[src/rtl/i2s_pkg.sv]
// Shared constants for the I2S transmit block: counter width, clock bit
// positions within the free-running counter, and frame/slot decode points.
package i2s_pkg;

    localparam int unsigned SLOT_BITS = 32;
    localparam int unsigned SLOT_W    = $clog2(SLOT_BITS);
    localparam int unsigned CNT_W     = 10;

    // Bit positions of the generated clocks inside the free-running counter
    localparam int unsigned MCLK_B    = 1;
    localparam int unsigned SCLK_B    = 3;
    localparam int unsigned LRCLK_B   = 9;

    // Low counter nibble at which SCLK falls and SDin may change
    localparam logic [3:0]       SDIN_UPD   = 4'h0;
    // Counter value on which the next stereo pair is loaded
    localparam logic [CNT_W-1:0] FRM_LD_CNT = 10'h3FF;

endpackage

[src/rtl/i2s_clk_gen.sv]
// Clock generator for the codec link: 10-bit free-running counter, registered
// MCLK/SCLK/LRCLK, and decode strobes used by the serializer.
module i2s_clk_gen
    import i2s_pkg::*;
(
    input  logic              clk,
    input  logic              rst,
    output logic              mclk,
    output logic              sclk,
    output logic              lrclk,
    output logic              sclk_fall,  // the coming edge makes SCLK fall
    output logic              frm_end,    // counter currently at the frame load value
    output logic [SLOT_W-1:0] slot        // slot index of the bit period that starts next
);

    logic [CNT_W-1:0] cnt_q;
    logic [CNT_W-1:0] cnt_d;

    // Next counter value; wraps 1023 -> 0 naturally
    always_comb begin
        cnt_d     = cnt_q + 1'b1;
        sclk_fall = (cnt_d[SCLK_B:0] == SDIN_UPD);
        slot      = cnt_d[LRCLK_B-1:SCLK_B+1];
    end

    // Counter and clock registers; clocks track the counter bits exactly
    always_ff @(posedge clk or posedge rst) begin
        if (rst) begin
            cnt_q   <= '0;
            mclk    <= 1'b0;
            sclk    <= 1'b0;
            lrclk   <= 1'b0;
            frm_end <= 1'b0;
        end else begin
            cnt_q   <= cnt_d;
            mclk    <= cnt_d[MCLK_B];
            sclk    <= cnt_d[SCLK_B];
            lrclk   <= cnt_d[LRCLK_B];
            frm_end <= (cnt_d == FRM_LD_CNT);
        end
    end

endmodule

[src/rtl/i2s_sample_tx.sv]
// I2S transmit side for the CS4272 codec: accepts one stereo pair per frame via
// valid/ready, serializes it MSB first with the I2S one-bit delay, and repeats
// the previous pair when no fresh sample arrived in time.
// Optional feature: define I2S_TX_UNDERRUN_CNT_EN to add the underrun_cnt port.
module i2s_sample_tx
    import i2s_pkg::*;
#(
    parameter int unsigned DATA_W = 24
) (
    input  logic              clk,
    input  logic              rst,
    input  logic [DATA_W-1:0] lft_in,
    input  logic [DATA_W-1:0] rht_in,
    input  logic              in_vld,
    output logic              in_rdy,
    output logic              frm_ld,
    output logic              MCLK,
    output logic              SCLK,
    output logic              LRCLK,
    output logic              SDin
`ifdef I2S_TX_UNDERRUN_CNT_EN
    ,
    output logic [15:0]       underrun_cnt
`endif
);

    localparam logic [SLOT_W-1:0] LAST_SLOT = SLOT_W'(DATA_W);

    logic              sclk_fall;
    logic              frm_end;
    logic [SLOT_W-1:0] slot;

    logic                hold_full_q;
    logic                hold_full_d;
    logic                in_rdy_q;
    logic [DATA_W-1:0]   hold_lft_q;
    logic [DATA_W-1:0]   hold_rht_q;
    logic [DATA_W-1:0]   last_lft_q;
    logic [DATA_W-1:0]   last_rht_q;
    logic [2*DATA_W-1:0] shift_q;
    logic                sdin_q;
    logic                xfer;

    i2s_clk_gen u_clk_gen (
        .clk       (clk),
        .rst       (rst),
        .mclk      (MCLK),
        .sclk      (SCLK),
        .lrclk     (LRCLK),
        .sclk_fall (sclk_fall),
        .frm_end   (frm_end),
        .slot      (slot)
    );

    assign xfer   = in_vld & in_rdy_q;
    assign in_rdy = in_rdy_q;
    assign frm_ld = frm_end;
    assign SDin   = sdin_q;

    // Holding register occupancy: emptied by a frame load, filled by a transfer
    always_comb begin
        hold_full_d = hold_full_q;
        if (frm_end && hold_full_q) begin
            hold_full_d = 1'b0;
        end
        if (xfer) begin
            hold_full_d = 1'b1;
        end
    end

    // Holding register and registered ready
    always_ff @(posedge clk or posedge rst) begin
        if (rst) begin
            hold_full_q <= 1'b0;
            in_rdy_q    <= 1'b1;
            hold_lft_q  <= '0;
            hold_rht_q  <= '0;
        end else begin
            hold_full_q <= hold_full_d;
            in_rdy_q    <= ~hold_full_d;
            if (xfer) begin
                hold_lft_q <= lft_in;
                hold_rht_q <= rht_in;
            end
        end
    end

    // Frame load and serializer; the right half continues shifting the same
    // register, so after DATA_W shifts the right sample sits at the MSB.
    always_ff @(posedge clk or posedge rst) begin
        if (rst) begin
            shift_q    <= '0;
            last_lft_q <= '0;
            last_rht_q <= '0;
            sdin_q     <= 1'b0;
        end else if (frm_end) begin
            if (hold_full_q) begin
                shift_q    <= {hold_lft_q, hold_rht_q};
                last_lft_q <= hold_lft_q;
                last_rht_q <= hold_rht_q;
            end else begin
                shift_q <= {last_lft_q, last_rht_q};
            end
            sdin_q <= 1'b0;  // slot 0 of the left half
        end else if (sclk_fall) begin
            if ((slot != '0) && (slot <= LAST_SLOT)) begin
                sdin_q  <= shift_q[2*DATA_W-1];
                shift_q <= {shift_q[2*DATA_W-2:0], 1'b0};
            end else begin
                sdin_q <= 1'b0;
            end
        end
    end

`ifdef I2S_TX_UNDERRUN_CNT_EN
    // Saturating count of frames that went out without a fresh pair
    always_ff @(posedge clk or posedge rst) begin
        if (rst) begin
            underrun_cnt <= '0;
        end else if (frm_end && !hold_full_q && (underrun_cnt != 16'hFFFF)) begin
            underrun_cnt <= underrun_cnt + 16'd1;
        end
    end
`endif

endmodule

[config.mk]
export PLATFORM = sky130hd
export DESIGN_NAME = i2s_sample_tx
export DESIGN_NICKNAME = d
export VERILOG_FILES = /design/src/rtl/i2s_pkg.sv /design/src/rtl/i2s_clk_gen.sv /design/src/rtl/i2s_sample_tx.sv
export SDC_FILE = /design/constraint.sdc
export NUM_CORES = 1
export LEC_CHECK = 0
export BUFFER_PORTS_ARGS = -buffer_cell sky130_fd_sc_hd__buf_2
export CORE_ASPECT_RATIO = 0.5
export CORE_UTILIZATION = 40
export CTS_CLUSTER_SIZE = 20
export DETAILED_ROUTE_END_ITERATION = 10
export SYNTH_ARGS = -nofsm -noshare
export SYNTH_HDL_FRONTEND = slang
export SYNTH_SLANG_ARGS = --single-unit
[constraint.sdc]
create_clock -name clk -period 4.7 [get_ports clk]
set_input_delay 0.235 -clock clk [delete_from_list [all_inputs] [get_ports clk]]
set_output_delay 0.235 -clock clk [all_outputs]
set_load 0.005 [all_outputs]
=== After elaboration in Yosys (flattened, before gate mapping) ===
Cells that the tools add are included.

* Bits in registers: 161
* Input bits: 51
* Output and inout port bits: 6
* Logic and storage cells: 35

* $add $sub $neg: 1
* $lt $le $gt $ge: 1
* Equal/unequal tests: 1
* Muxes and demuxes: 9
* Bitwise logic cells: 2
* Reductions and logical operators: 8

{| class="wikitable"
|+ Operator list
! cell !! number
|-
| $mux W48 || 4
|-
| $add A10 B1 Y10 const B || 1
|-
| $eq A10 B10 Y1 const B || 1
|-
| $le A5 B5 Y1 const B || 1
|-
| $mux W1 || 5
|-
| $reduce_bool A5 Y1 || 1
|-
| $logic_not A4 Y1 || 1
|-
| $reduce_and A2 Y1 || 2
|-
| $reduce_bool A2 Y1 || 2
|-
| $logic_and A1 B1 Y1 || 2
|-
| $and A1 B1 Y1 || 1
|-
| $not A1 Y1 || 1
|}

=== Depth between registers and ports, before layout ===
Gate-level depths: netlist of run 1.

* Depth after elaboration: 6
* Mapped depth: 8
* Depth with buffers taken out: 7

=== By module ===
From an unflattened synthesis of run 1, not the netlist that was laid out.

* Cell total of the unflattened synthesis: 772
* Area, all modules: 8495.6 µm²

{| class="wikitable"
|+ By module, submodules not included
! module !! times used !! cells each !! area an instance (µm²) !! seq. area each (µm²)
|-
| i2s_sample_tx || 1 || 723 || 7953.9 || 3679.8
|-
| i2s_clk_gen || 1 || 49 || 541.8 || 275.3
|}

=== Worst setup path before layout of run 1 ===
No wires, ideal clock.

* Kind: reg2reg
* From: reg u_clk_gen.cnt_q[1]
* To: reg shift_q[40]
* Library setup time: 0.087 ns
* Arrival: 2.293 ns
* Data required time: 4.613 ns
* Setup slack: 2.320 ns
* Cell stages (with the launch flop): 8
* Path buffers: 1
* Period minus slack after synthesis: 2.380 ns
* Cell sequence: dfrtp_1 > ha_1 > and3_1 > o41ai_4 > mux2i_4 > buf_2 > a31oi_1 > a22oi_1

* Cells in the longest elaborated chain, start to end: 5
* Elaborated cells on any way between the ends: 8
* Classes of those cells: 1 x add/sub; 1 x order compare; 6 x reduce/logical

{| class="wikitable"
|+ RTL lines
! what !! RTL line !! text
|-
| start, declared || i2s_clk_gen.sv:16 || <nowiki>logic [CNT_W-1:0] cnt_q;</nowiki>
|-
| start signal, assigned || i2s_clk_gen.sv:35 || <nowiki>cnt_q <= cnt_d;</nowiki>
|-
| $add A10 B1 Y10 * || i2s_clk_gen.sv:21 || <nowiki>cnt_d = cnt_q + 1'b1;</nowiki>
|-
| $le A5 B5 Y1 / $reduce_bool A5 Y1 (equally long branches) || i2s_sample_tx.sv:106 || <nowiki>if ((slot != '0) && (slot <= LAST_SLOT)) begin</nowiki>
|-
| $logic_and A1 B1 Y1 || i2s_sample_tx.sv:106 ||
|-
| $reduce_bool A2 Y1 (no line) || -- ||
|-
| $reduce_and A2 Y1 (no line) * || -- ||
|-
| end signal, assigned || i2s_sample_tx.sv:98 || <nowiki>shift_q <= {hold_lft_q, hold_rht_q};</nowiki>
|-
| end signal, assigned || i2s_sample_tx.sv:102 || <nowiki>shift_q <= {last_lft_q, last_rht_q};</nowiki>
|-
| end signal, assigned || i2s_sample_tx.sv:108 || <nowiki>shift_q <= {shift_q[2*DATA_W-2:0], 1'b0};</nowiki>
|-
| end, declared || i2s_sample_tx.sv:40 || <nowiki>logic [2*DATA_W-1:0] shift_q;</nowiki>
|}

Mark *: on every way between the ends. The rest lies on a longest branch, timed or not.
A chain may end at the register's enable or synchronous reset.

=== Worst setup path after layout of run 1 ===
* From: reg u_clk_gen.cnt_q[1]
* To: reg shift_q[32]

The elaborated chain is that of the path after synthesis.

==> flow_metrics.env, run 1 <==
export IMPL_power_share_clock=0.488
export IMPL_rr_startpoint="u_clk_gen.cnt_q[1]$_DFF_PP0_"
export IMPL_placed_area_um2=7570
export IMPL_synth_simple_gate_area_frac=0.0239
export IMPL_met1Wirelength_mm=6.83
export IMPL_antenna_found_initial=0
export IMPL_ios=57
export IMPL_worst_clock_skew_ns=0.00829
export IMPL_vias=4550
export IMPL_critPathCaptureType="register"
export IMPL_wl_met3_um=530
export IMPL_critical_path_max_stage_delay_ns=0.87
export IMPL_hold_slack_ns=-0.00595
export IMPL_clk_pin_slew_ns=0.07
export IMPL_r2r_slack_ns=1.51
export IMPL_yosysWarnings=0
export IMPL_grt_ovfl_total=0
export IMPL_dr_wl_met2_mm=6.08
export IMPL_r2r_cells=7
export IMPL_fin_nets=644
export IMPL_cp_max_fo=29
export IMPL_cp_start_kind="register"
export IMPL_post_cts_buffers=0
export IMPL_finalCritPeriodShare=0.678
export IMPL_synth_cells=552
export IMPL_cts_sinks=158
export IMPL_drcViolationCount=0
export IMPL_fin_crit_ns=3.19
export IMPL_finalSetupTns_ns=0
export IMPL_first_pass_iters=6
export IMPL_critPathArrivalTime_ns=3.51
export IMPL_syn_num_nets=605
export IMPL_vias_per_cell=5.43
export IMPL_drt_iter0_drc=352
export IMPL_crit_type="reg -> reg"
export IMPL_tightest_slew_ns=0.921
export IMPL_post_route_util=0.469
export IMPL_cts_buffers=17
export IMPL_start_util=0.409
export IMPL_hp_class="in -> async"
export IMPL_grt_pass1_vias=4459
export IMPL_path_delay_family="multiplexers"
export IMPL_cts_repair_resized=0
export IMPL_synth_compound_area_frac=0.141
export IMPL_antenna_left=0
export IMPL_core_area_um2=17400
export IMPL_cp_slowest_cell="mux2i_4"
export IMPL_ys_ff_latch=158
export IMPL_die_area_um2=18300
export IMPL_gp_congestion=0.844
export IMPL_power_density_nw_per_um2=338
export IMPL_muxShareOfSynthArea=0.235
export IMPL_synth_top_family_by_area="multiplexers"
export IMPL_setup_viol_count_final=0
export IMPL_synth_xor_area_share=0.00739
export IMPL_vdd_drop_max_mv=0.218
export IMPL_cts_tree="yes"
export IMPL_p_comb_frac=0.017
export IMPL_cp_data_required_time_ns=5.02
export IMPL_stdcell_area_um2=8140
export IMPL_hold_viol=4
export IMPL_cts_root_buf="clkbuf_16"
export IMPL_die_y_um=96.3
export IMPL_timing_critical_path_buf_inv=1
export IMPL_dp_hpwl_mm=8.12
export IMPL_status="finished, violations left"
export IMPL_p_int_uw=2130
export IMPL_violations="negative hold slack"
export IMPL_cap_violations=0
export IMPL_grt_max_degree=96
export IMPL_wire_per_inst_um=16.3
export IMPL_rsz0062_at_grt="false"
export IMPL_routed_wl_mm=13.6
export IMPL_yosysSeqAreaShare=0.557
export IMPL_port_buffer_count=56
export IMPL_leakage_uw=0.00422
export IMPL_p_seq_frac=0.494
export IMPL_netSwitchingFraction=0.225
export IMPL_clock_path_buffers=2
export IMPL_grt_pass1_wl_mm=22.9
export IMPL_die_x_um=191
export IMPL_cts_hold_buf=0
export IMPL_switchingPower_uw=618
export IMPL_maxSlewHeadroom=0.373
export IMPL_areaGrowthSynthToFinish_pct=14.5
export IMPL_clock_latency_ns=0.42
export IMPL_synth_fa_ha_area_frac=0.00352
export IMPL_finalMaxSlewViolations=0
export IMPL_insertedDiodeCount=0
export IMPL_crit_path_cell_trace="ha_1 > and3_1 > o41ai_4 > mux2i_4 > buf_4 > a31oi_1 > a22oi_1"
export IMPL_avgSynthCellArea_um2=12.9
export IMPL_track_usage=0.160
export IMPL_layout_drive_gt1_share=0.344
export IMPL_r2r_end="shift_q[32]$_DFFE_PP0P_"
export IMPL_top_layer="met4"
export IMPL_fmax_mhz=314
export IMPL_yosysUniqueCellTypes=36
export IMPL_netlist_area_um2=7110
export IMPL_rows=34
export IMPL_htree_levels=4
## worst register-to-register path, cell delays in order (launching register included)
cell and delay, ns:
dfrtp_1 0.45, ha_1 0.30, and3_1 0.27, o41ai_4 0.48, mux2i_4 0.88, buf_4 0.37
a31oi_1 0.11, a22oi_1 0.23
## Yosys cell counts
library cell,n,share of area
and4_1,1,0.0012
dfrtp_1,157,0.55
o31ai_4,1,0.0030
a21o_1,2,0.0021
o211ai_1,1,0.0011
a21oi_1,2,0.0014
nand2_1,11,0.0058
a211oi_1,1,0.0011
nor2_1,1,0.00053
or3_4,1,0.0016
dfstp_2,1,0.0037
a22oi_4,1,0.0030
mux2i_1,53,0.075
a22oi_1,45,0.048
buf_6,4,0.0063
clkbuf_1,34,0.018
o21ai_0,2,0.0014
ha_1,2,0.0035
o21ai_1,49,0.035
mux2i_4,1,0.0032
a31oi_1,45,0.040
or4_4,1,0.0016
nand4_2,1,0.0018
mux2_2,97,0.15
o221ai_1,2,0.0025
and4b_1,1,0.0014
nand3_1,8,0.0056
buf_1,3,0.0016
or3_1,2,0.0018
xor2_1,4,0.0049
xnor2_1,2,0.0025
o41ai_4,1,0.0039
buf_2,4,0.0028
and3_1,3,0.0026
inv_1,7,0.0037
mux2_8,1,0.0037
## per-stage QoR
| step | setup slack (ns) | power, uW | std cells |
|---|---|---|---|
| 2_1_floorplan | 0.203 | 1410 | 552 |
| 3_3_place_gp | 1.64 | 1440 | 806 |
| 3_5_place_dp | 1.53 | 1440 | 806 |
| 4_1_cts | 1.52 | 2780 | 838 |
| 5_1_grt | 1.29 | 2850 | 838 |
| 6_report | 1.51 | 2750 | 838 |
## cell type report
type / count / area (um^2)
Sequential cell: 158 / 3960
Inverter: 7 / 31.3
Fill cell: 1604 / 9220
Timing Repair Buffer: 65 / 348
Tap cell: 234 / 293
Clock buffer: 19 / 443
Clock inverter: 13 / 130
Multi-Input combinational cell: 342 / 2940
## layout by cell type (no fill, tap or decap), types with 2 or more instances in the layout
| master | count |
|---|---|
| clkinvlp_4 | 3 |
| o221ai_1 | 2 |
| ha_1 | 2 |
| or3_1 | 2 |
| dfrtp_2 | 2 |
| a31oi_1 | 45 |
| o21ai_0 | 2 |
| dfrtp_1 | 155 |
| buf_2 | 56 |
| a21o_1 | 2 |
| xor2_1 | 4 |
| clkinv_4 | 2 |
| nand3_1 | 8 |
| nand2_1 | 9 |
| o21ai_1 | 49 |
| inv_6 | 6 |
| buf_4 | 9 |
| nand2_2 | 2 |
| xnor2_1 | 2 |
| and3_1 | 3 |
| inv_1 | 6 |
| mux2i_1 | 53 |
| a22oi_1 | 45 |
| clkbuf_16 | 17 |
| mux2_2 | 97 |
## sequential cells by signal, summed over array words and instances (netlist names)
| name | count |
|---|---|
| last_rht_q | 24 |
| in_rdy | 1 |
| shift_q | 48 |
| hold_rht_q | 24 |
| SDin | 1 |
| u_clk_gen.frm_end | 1 |
| last_lft_q | 24 |
| hold_lft_q | 24 |
| u_clk_gen.cnt_q | 10 |
| hold_full_q | 1 |
## worst max-delay path by stage
stage | from | endpoint | slack (ns) | cells past startpoint
after floorplan | rst | SDin$_DFFE_PP0P_ | 0.20 | 1
after global placement | u_clk_gen.cnt_q[1]$_DFF_PP0_ | shift_q[32]$_DFFE_PP0P_ | 1.64 | 7
after detailed placement | u_clk_gen.cnt_q[1]$_DFF_PP0_ | shift_q[30]$_DFFE_PP0P_ | 1.53 | 7
after CTS | u_clk_gen.cnt_q[1]$_DFF_PP0_ | shift_q[17]$_DFFE_PP0P_ | 1.52 | 7
after global routing | u_clk_gen.cnt_q[1]$_DFF_PP0_ | shift_q[25]$_DFFE_PP0P_ | 1.29 | 7
final | u_clk_gen.cnt_q[1]$_DFF_PP0_ | shift_q[32]$_DFFE_PP0P_ | 1.51 | 7
## metal layers
layer,track usage,up-vias
met5,0,-
met3,0.0408,19
met2,0.237,71
met4,0.0540,0
li1,-,2156
met1,0.229,2304
## logic make-up after synthesis
logic type                 count (synthesis)
and+or+nand+nor                           30
adders and majority gates                  2
muxes                                    152
xor gates and xnor gates                   6
DFF                                      158
AOI/OAI and AO/OA                        152
buffers and inverters                     52
## power groups by stage
stage                     clock network (uW)  logic (uW)  registers, uW
after global placement                     0        49.9           1390
after detailed placement                   0        50.4           1390
after global routing                    1440        56.8           1360
final                                   1340        47.5           1360
after CTS                               1370        50.8           1360
after floorplan                            0        20.1           1390
(Power assumes the default switching activity.)
==> run 2: changes to the inputs <==
- ABC_AREA: unset -> 1
- clock period: 4.7 -> 3.2 ns (I/O delays scaled with it)
==> run 2 against run 1 <==
- the flow now finishes without violations
- cell area is 4.8% higher
- clock power is 57% higher
- sequential share of layout area is 2.3 points lower
- die area is 1.7% lower
- sequential cell count stayed put
- clock-buffer cell count is 1 higher
- clock skew hardly changed
- fmax is 37% higher
- largest cell class unchanged
==> flow_metrics.env, run 2 <==
export IMPL_insertedDiodeCount=0
export IMPL_yosysSeqAreaShare=0.567
export IMPL_power_density_nw_per_um2=555
export IMPL_avgSynthCellArea_um2=8.12
export IMPL_yosysUniqueCellTypes=27
export IMPL_min_from="rht_in[23]"
export IMPL_cp_slowest_cell="dfrtp_1"
export IMPL_clock_path_buffers=2
export IMPL_hold_depth=3
export IMPL_antenna_found_initial=0
export IMPL_status="finished clean"
export IMPL_placed_area_um2=7450
export IMPL_r2r_end="shift_q[13]$_DFFE_PP0P_"
export IMPL_critical_path_max_stage_delay_ns=0.42
export IMPL_critPathCaptureType="register"
export IMPL_cp_common_cell="nand2_1"
export IMPL_synth_edf_count=0
export IMPL_drcViolationCount=0
export IMPL_vias=5793
export IMPL_cp_max_fo=32
export IMPL_worst_clock_skew_ns=0.00874
export IMPL_first_pass_iters=5
export IMPL_setup_ws_ns=0.880
export IMPL_final_cell_mix="411 x nand2_1, 157 x dfrtp_1, 137 x nand3_1"
export IMPL_antenna_left=0
export IMPL_finalSetupTns_ns=0
export IMPL_post_place_ws_ns=0.924
export IMPL_hp_class="in -> reg"
export IMPL_grt_max_degree=78
export IMPL_finalCritPeriodShare=0.725
export IMPL_drt_iter0_drc=414
export IMPL_regMostFlops="shift_q"
export IMPL_ios=57
export IMPL_post_cts_buffers=0
export IMPL_die_y_um=95.4
export IMPL_crit_path_cell_trace="ha_1 > nand2_2 > nor2_4 > nand2_1 > nand2_2 > inv_1 > nand3_1 > nand2_1 > nand3_2 > buf_4 > nand3_1 > nand2_1"
export IMPL_vdd_drop_max_mv=0.378
export IMPL_yosys_top_cells_area="dfrtp_1 56%, nand2_1 22%, nand3_1 9.9%"
export IMPL_die_area_um2=18000
export IMPL_cts_sinks=158
export IMPL_setup_viol_count_final=0
export IMPL_core_area_um2=16700
export IMPL_min_to="hold_rht_q[23]$_DFFE_PP0P_"
export IMPL_n_fill_cell=1660
export IMPL_wire_per_inst_um=13.4
export IMPL_clock_latency_ns=0.41
export IMPL_synth_top_area_frac=0.563
export IMPL_regArea_um2=3960
export IMPL_syn_num_nets=913
export IMPL_cp_start_kind="register"
export IMPL_timing_critical_path_buf_inv=2
export IMPL_yosysMostFrequentCell="nand2_1"
export IMPL_multi_input_area_um2=2660
export IMPL_crit_type="reg -> reg"
export IMPL_fin_nets=999
export IMPL_fin_crit_ns=2.32
export IMPL_routed_wl_mm=15.9
export IMPL_cp_data_required_time_ns=3.49
export IMPL_rsz0062_at_grt="false"
export IMPL_synthTopCellsByCount="412 x nand2_1, 157 x dfrtp_1, 138 x nand3_1, 35 x inv_1, 28 x clkbuf_1"
export IMPL_grt_pass1_wl_mm=27.6
export IMPL_fmax_mhz=431
export IMPL_cts_root_buf="clkbuf_16"
export IMPL_r2r_cells=12
export IMPL_final_common_cell="nand2_1"
export IMPL_rr_startpoint="u_clk_gen.cnt_q[1]$_DFF_PP0_"
export IMPL_areaGrowthSynthToFinish_pct=22.3
export IMPL_htree_levels=4
export IMPL_maxSlewHeadroom=0.412
export IMPL_synthArstFlopShare=1.00
export IMPL_die_x_um=189
export IMPL_cts_repair_resized=0
export IMPL_rows=33
export IMPL_grt_pass1_vias=5559
export IMPL_cts_hold_buf=48
export IMPL_gp_congestion=0.848
export IMPL_finalMaxSlewViolations=0
export IMPL_critPathArrivalTime_ns=2.61
export IMPL_layout_drive_gt1_share=0.121
export IMPL_r2r_slack_ns=0.88
export IMPL_cts_buffers=17
export IMPL_yosysTopAreaCell="dfrtp_1"
export IMPL_clk_pin_slew_ns=0.06
export IMPL_yosysWarnings=0
export IMPL_netlist_area_um2=6980
export IMPL_largest_reg_flops=48
export IMPL_port_buffer_count=56
export IMPL_start_util=0.417
export IMPL_ys_ff_latch=158
export IMPL_track_usage=0.193
export IMPL_synth_cells=860
export IMPL_vias_per_cell=4.88
export IMPL_post_route_util=0.510
export IMPL_hold_viol=0
export IMPL_tightest_slew_ns=0.881
export IMPL_path_delay_family="simple AND/OR/NAND/NOR gates"
export IMPL_ys_flop_type="dfrtp_1"
export IMPL_cts_tree="yes"
export IMPL_leakage_uw=0.00453
export IMPL_cap_violations=0
export IMPL_dp_hpwl_mm=9.46
export IMPL_stdcell_area_um2=8530
export IMPL_grt_ovfl_total=0
run 2: stage by stage:
step	total power [uW]	std cells	hold WS, ns
after floorplan	2520	860	0.270
after global placement	2620	1106	0.294
after detailed placement	2640	1106	0.292
after CTS	4790	1186	0.000772
after global routing	4950	1186	0.0188
final	4740	1186	0.0130
run 2: per-layer routing:
layer | vias up | wire length [um] | track usage
met1 | 2757 | 8140 | 0.278
li1 | 2904 | - | -
met5 | - | 0 | 0
met3 | 10 | 656 | 0.0397
met2 | 122 | 6980 | 0.298
met4 | 0 | 110 | 0.0450
run 2: where the power goes:
part / total [uW] / switching [uW] / internal (uW)
Clock: 2100 / 842 / 1260
Sequential: 2310 / 112 / 2200
Combinational: 328 / 174 / 155
run 2: worst reg2reg max path, cell delays in order (launching register included):
cell     delay [ns]
dfrtp_1        0.42
ha_1           0.24
nand2_2        0.16
nor2_4         0.06
nand2_1        0.07
nand2_2        0.08
inv_1          0.06
nand3_1        0.10
nand2_1        0.09
nand3_2        0.32
buf_4          0.41
nand3_1        0.13
nand2_1        0.08
run 2: layout make-up:
cell class                 count  area share
sequential                   158       0.463
tap                          227      0.0333
clock buffer                  20      0.0523
timing repair buffer         116       0.104
clock inverter                12      0.0186
inverter                      37      0.0167
multi-input combinational    616       0.312
run 2: kinds of logic after synthesis:
| group | synth area share |
|---|---|
| DFF | 0.567 |
| and+or+nand+nor | 0.338 |
| buffers and inverters | 0.0540 |
| adders and majority gates | 0.00358 |
| AOI/OAI and AO/OA | 0.0358 |
| xor gates and xnor gates | 0.00251 |
run 2: how the worst max path moves through the flow:
stage	from	slack (ns)	cells past startpoint	to
finish	u_clk_gen.cnt_q[1]$_DFF_PP0_	0.88	12	shift_q[13]$_DFFE_PP0P_
floorplan	rst	1.04	1	SDin$_DFFE_PP0P_
CTS	u_clk_gen.cnt_q[1]$_DFF_PP0_	0.89	12	shift_q[14]$_DFFE_PP0P_
global route	u_clk_gen.cnt_q[1]$_DFF_PP0_	0.62	12	shift_q[13]$_DFFE_PP0P_
global placement	u_clk_gen.cnt_q[1]$_DFF_PP0_	0.99	12	shift_q[15]$_DFFE_PP0P_
detailed placement	u_clk_gen.cnt_q[1]$_DFF_PP0_	0.92	12	shift_q[14]$_DFFE_PP0P_
==> run 3: changes to the inputs <==
- clock period: 3.2 -> 2.1 ns (I/O delays scaled with it)
==> run 3 against run 2 <==
- sequential cell count is the same
- global-route usage shrank 0.16 points
- hold slack gained 0.21 ns
- first-iteration DRC count shrank 7.7%
- combinational power grew 56%
- via count grew 0.17%
- non-clock buffer count grew 11
- cell count grew 0.93%
- fmax grew 19%
- clock power grew 40%
- clock-buffer cell count shrank 1
- critical path type unchanged
- highest routed layer unchanged
==> flow_metrics.env, run 3 (synthesis gave the netlist of run 2 again) <==
export IMPL_status="finished clean"
export IMPL_final_common_cell="nand2_1"
export IMPL_track_usage=0.191
export IMPL_hold_viol=0
export IMPL_n_fill_cell=1621
export IMPL_tightest_slew_ns=0.747
export IMPL_multi_input_area_um2=2660
export IMPL_vias=5803
export IMPL_clock_path_buffers=2
export IMPL_cp_data_required_time_ns=2.41
export IMPL_drt_iter0_drc=382
export IMPL_routed_wl_mm=16.1
export IMPL_clock_latency_ns=0.43
export IMPL_fmax_mhz=513
export IMPL_worst_clock_skew_ns=0.0104
export IMPL_grt_max_degree=75
export IMPL_power_density_nw_per_um2=806
export IMPL_hp_class="in -> reg"
export IMPL_power_uw=6980
export IMPL_drcViolationCount=0
export IMPL_rows=33
export IMPL_insertedDiodeCount=0
export IMPL_rsz0062_at_grt="false"
export IMPL_die_area_um2=18000
export IMPL_grt_pass1_wl_mm=27.0
export IMPL_maxSlewHeadroom=0.501
export IMPL_wire_per_inst_um=13.5
export IMPL_critPathArrivalTime_ns=2.26
export IMPL_final_cell_mix="411 x nand2_1, 157 x dfrtp_1, 137 x nand3_1"
export IMPL_post_place_ws_ns=0.0866
export IMPL_clk_pin_slew_ns=0.07
export IMPL_leakage_uw=0.00461
export IMPL_regArea_um2=3960
export IMPL_regMostFlops="shift_q"
export IMPL_core_area_um2=16700
export IMPL_port_buffer_count=56
export IMPL_antenna_found_initial=0
export IMPL_fin_crit_ns=1.95
export IMPL_finalCritPeriodShare=0.929
export IMPL_ios=57
export IMPL_crit_type="reg -> reg"
export IMPL_grt_ovfl_total=0
export IMPL_largest_reg_flops=48
export IMPL_vdd_drop_max_mv=0.551
export IMPL_areaGrowthSynthToFinish_pct=24.1
export IMPL_hold_slack_ns=0.221
export IMPL_layout_drive_gt1_share=0.132
export IMPL_cp_max_fo=23
export IMPL_cts_tree="yes"
export IMPL_gp_congestion=0.824
export IMPL_critPathCaptureType="register"
export IMPL_crit_path_cell_trace="ha_1 > nand2_2 > nor2_4 > nand2_1 > nand2_2 > inv_1 > nand3_1 > nand2_1 > nand3_2 > clkbuf_16 > nand3_1 > nand2_1"
export IMPL_fin_nets=1010
export IMPL_finalMaxSlewViolations=0
export IMPL_die_y_um=95.4
export IMPL_htree_levels=4
export IMPL_cts_root_buf="clkbuf_16"
export IMPL_setup_ws_ns=0.150
export IMPL_post_route_util=0.518
export IMPL_cp_slowest_cell="dfrtp_1"
export IMPL_cts_buffers=17
export IMPL_cp_common_cell="nand2_1"
export IMPL_first_pass_iters=4
export IMPL_cts_sinks=158
export IMPL_dp_cells=1113
export IMPL_start_util=0.417
export IMPL_final_instance_count_excl_fill=1197
export IMPL_die_x_um=189
export IMPL_antenna_left=0
export IMPL_vias_per_cell=4.85
export IMPL_cap_violations=0
export IMPL_r2r_slack_ns=0.15
export IMPL_grt_pass1_vias=5467
export IMPL_setup_viol_count_final=0
export IMPL_cp_start_kind="register"
export IMPL_critical_path_max_stage_delay_ns=0.41
export IMPL_dp_hpwl_mm=9.57
==> run 3: critical path, delay by kind of cell, from the launching register on <==
| kind | cells | cell delay [ns] |
|---|---|---|
| buf+inv | 2 | 0.32 |
| fa+ha+maj | 1 | 0.24 |
| simple gates | 9 | 0.85 |
| flops | 1 | 0.41 |
==> run 3: worst paths after layout <==
path,cells after the start,from,endpoint
setup / recovery,12,u_clk_gen.cnt_q[1]$_DFF_PP0_,shift_q[8]$_DFFE_PP0P_
hold / removal,5,in_vld,hold_lft_q[22]$_DFFE_PP0P_
setup reg to reg,12,u_clk_gen.cnt_q[1]$_DFF_PP0_,shift_q[8]$_DFFE_PP0P_
hold reg to reg,2,hold_rht_q[15]$_DFFE_PP0P_,hold_rht_q[15]$_DFFE_PP0P_
max in group asynchronous,4,rst,in_rdy$_DFF_PP1_
min in group asynchronous,3,rst,u_clk_gen.cnt_q[9]$_DFF_PP0_
==> run 3: cell type report <==
| class | count | area share |
|---|---|---|
| flip-flops and latches | 158 | 0.457 |
| multi-input cells | 616 | 0.307 |
| repair buffers | 127 | 0.123 |
| clock buffers | 19 | 0.0523 |
| well taps | 227 | 0.0328 |
| inverters | 37 | 0.0165 |
| clock inverters | 13 | 0.0120 |
==> run 3: power breakdown <==
group	switching, uW	total (uW)	internal, uW
sequential	186	3540	3350
clock	1330	2940	1600
combinational	264	512	249
==> run 3: metrics by stage <==
step | area, um^2 | TNS, ns
after CTS | 8610 | 0
after floorplan | 6980 | -0.793
final | 8660 | 0
after global routing | 8660 | 0
after detailed placement | 7560 | 0
after global placement | 7560 | 0
==> run 3: repair_timing <==
item / 4_1_cts / 5_1_grt
setup buffers: 0 / 2
endpoints found under the setup margin: 0 / 38
hold endpoints to repair: 70 / 0
hold buffers: 49 / 0
resized for setup: 0 / 3
==> run 3: per-layer routing <==
metal	part of all wire	global-route usage	up-vias
met2	0.42	0.290	86
met5	0	0	-
met4	0.0094	0.0612	0
met1	0.55	0.275	2782
met3	0.025	0.0372	12
li1	-	-	2923
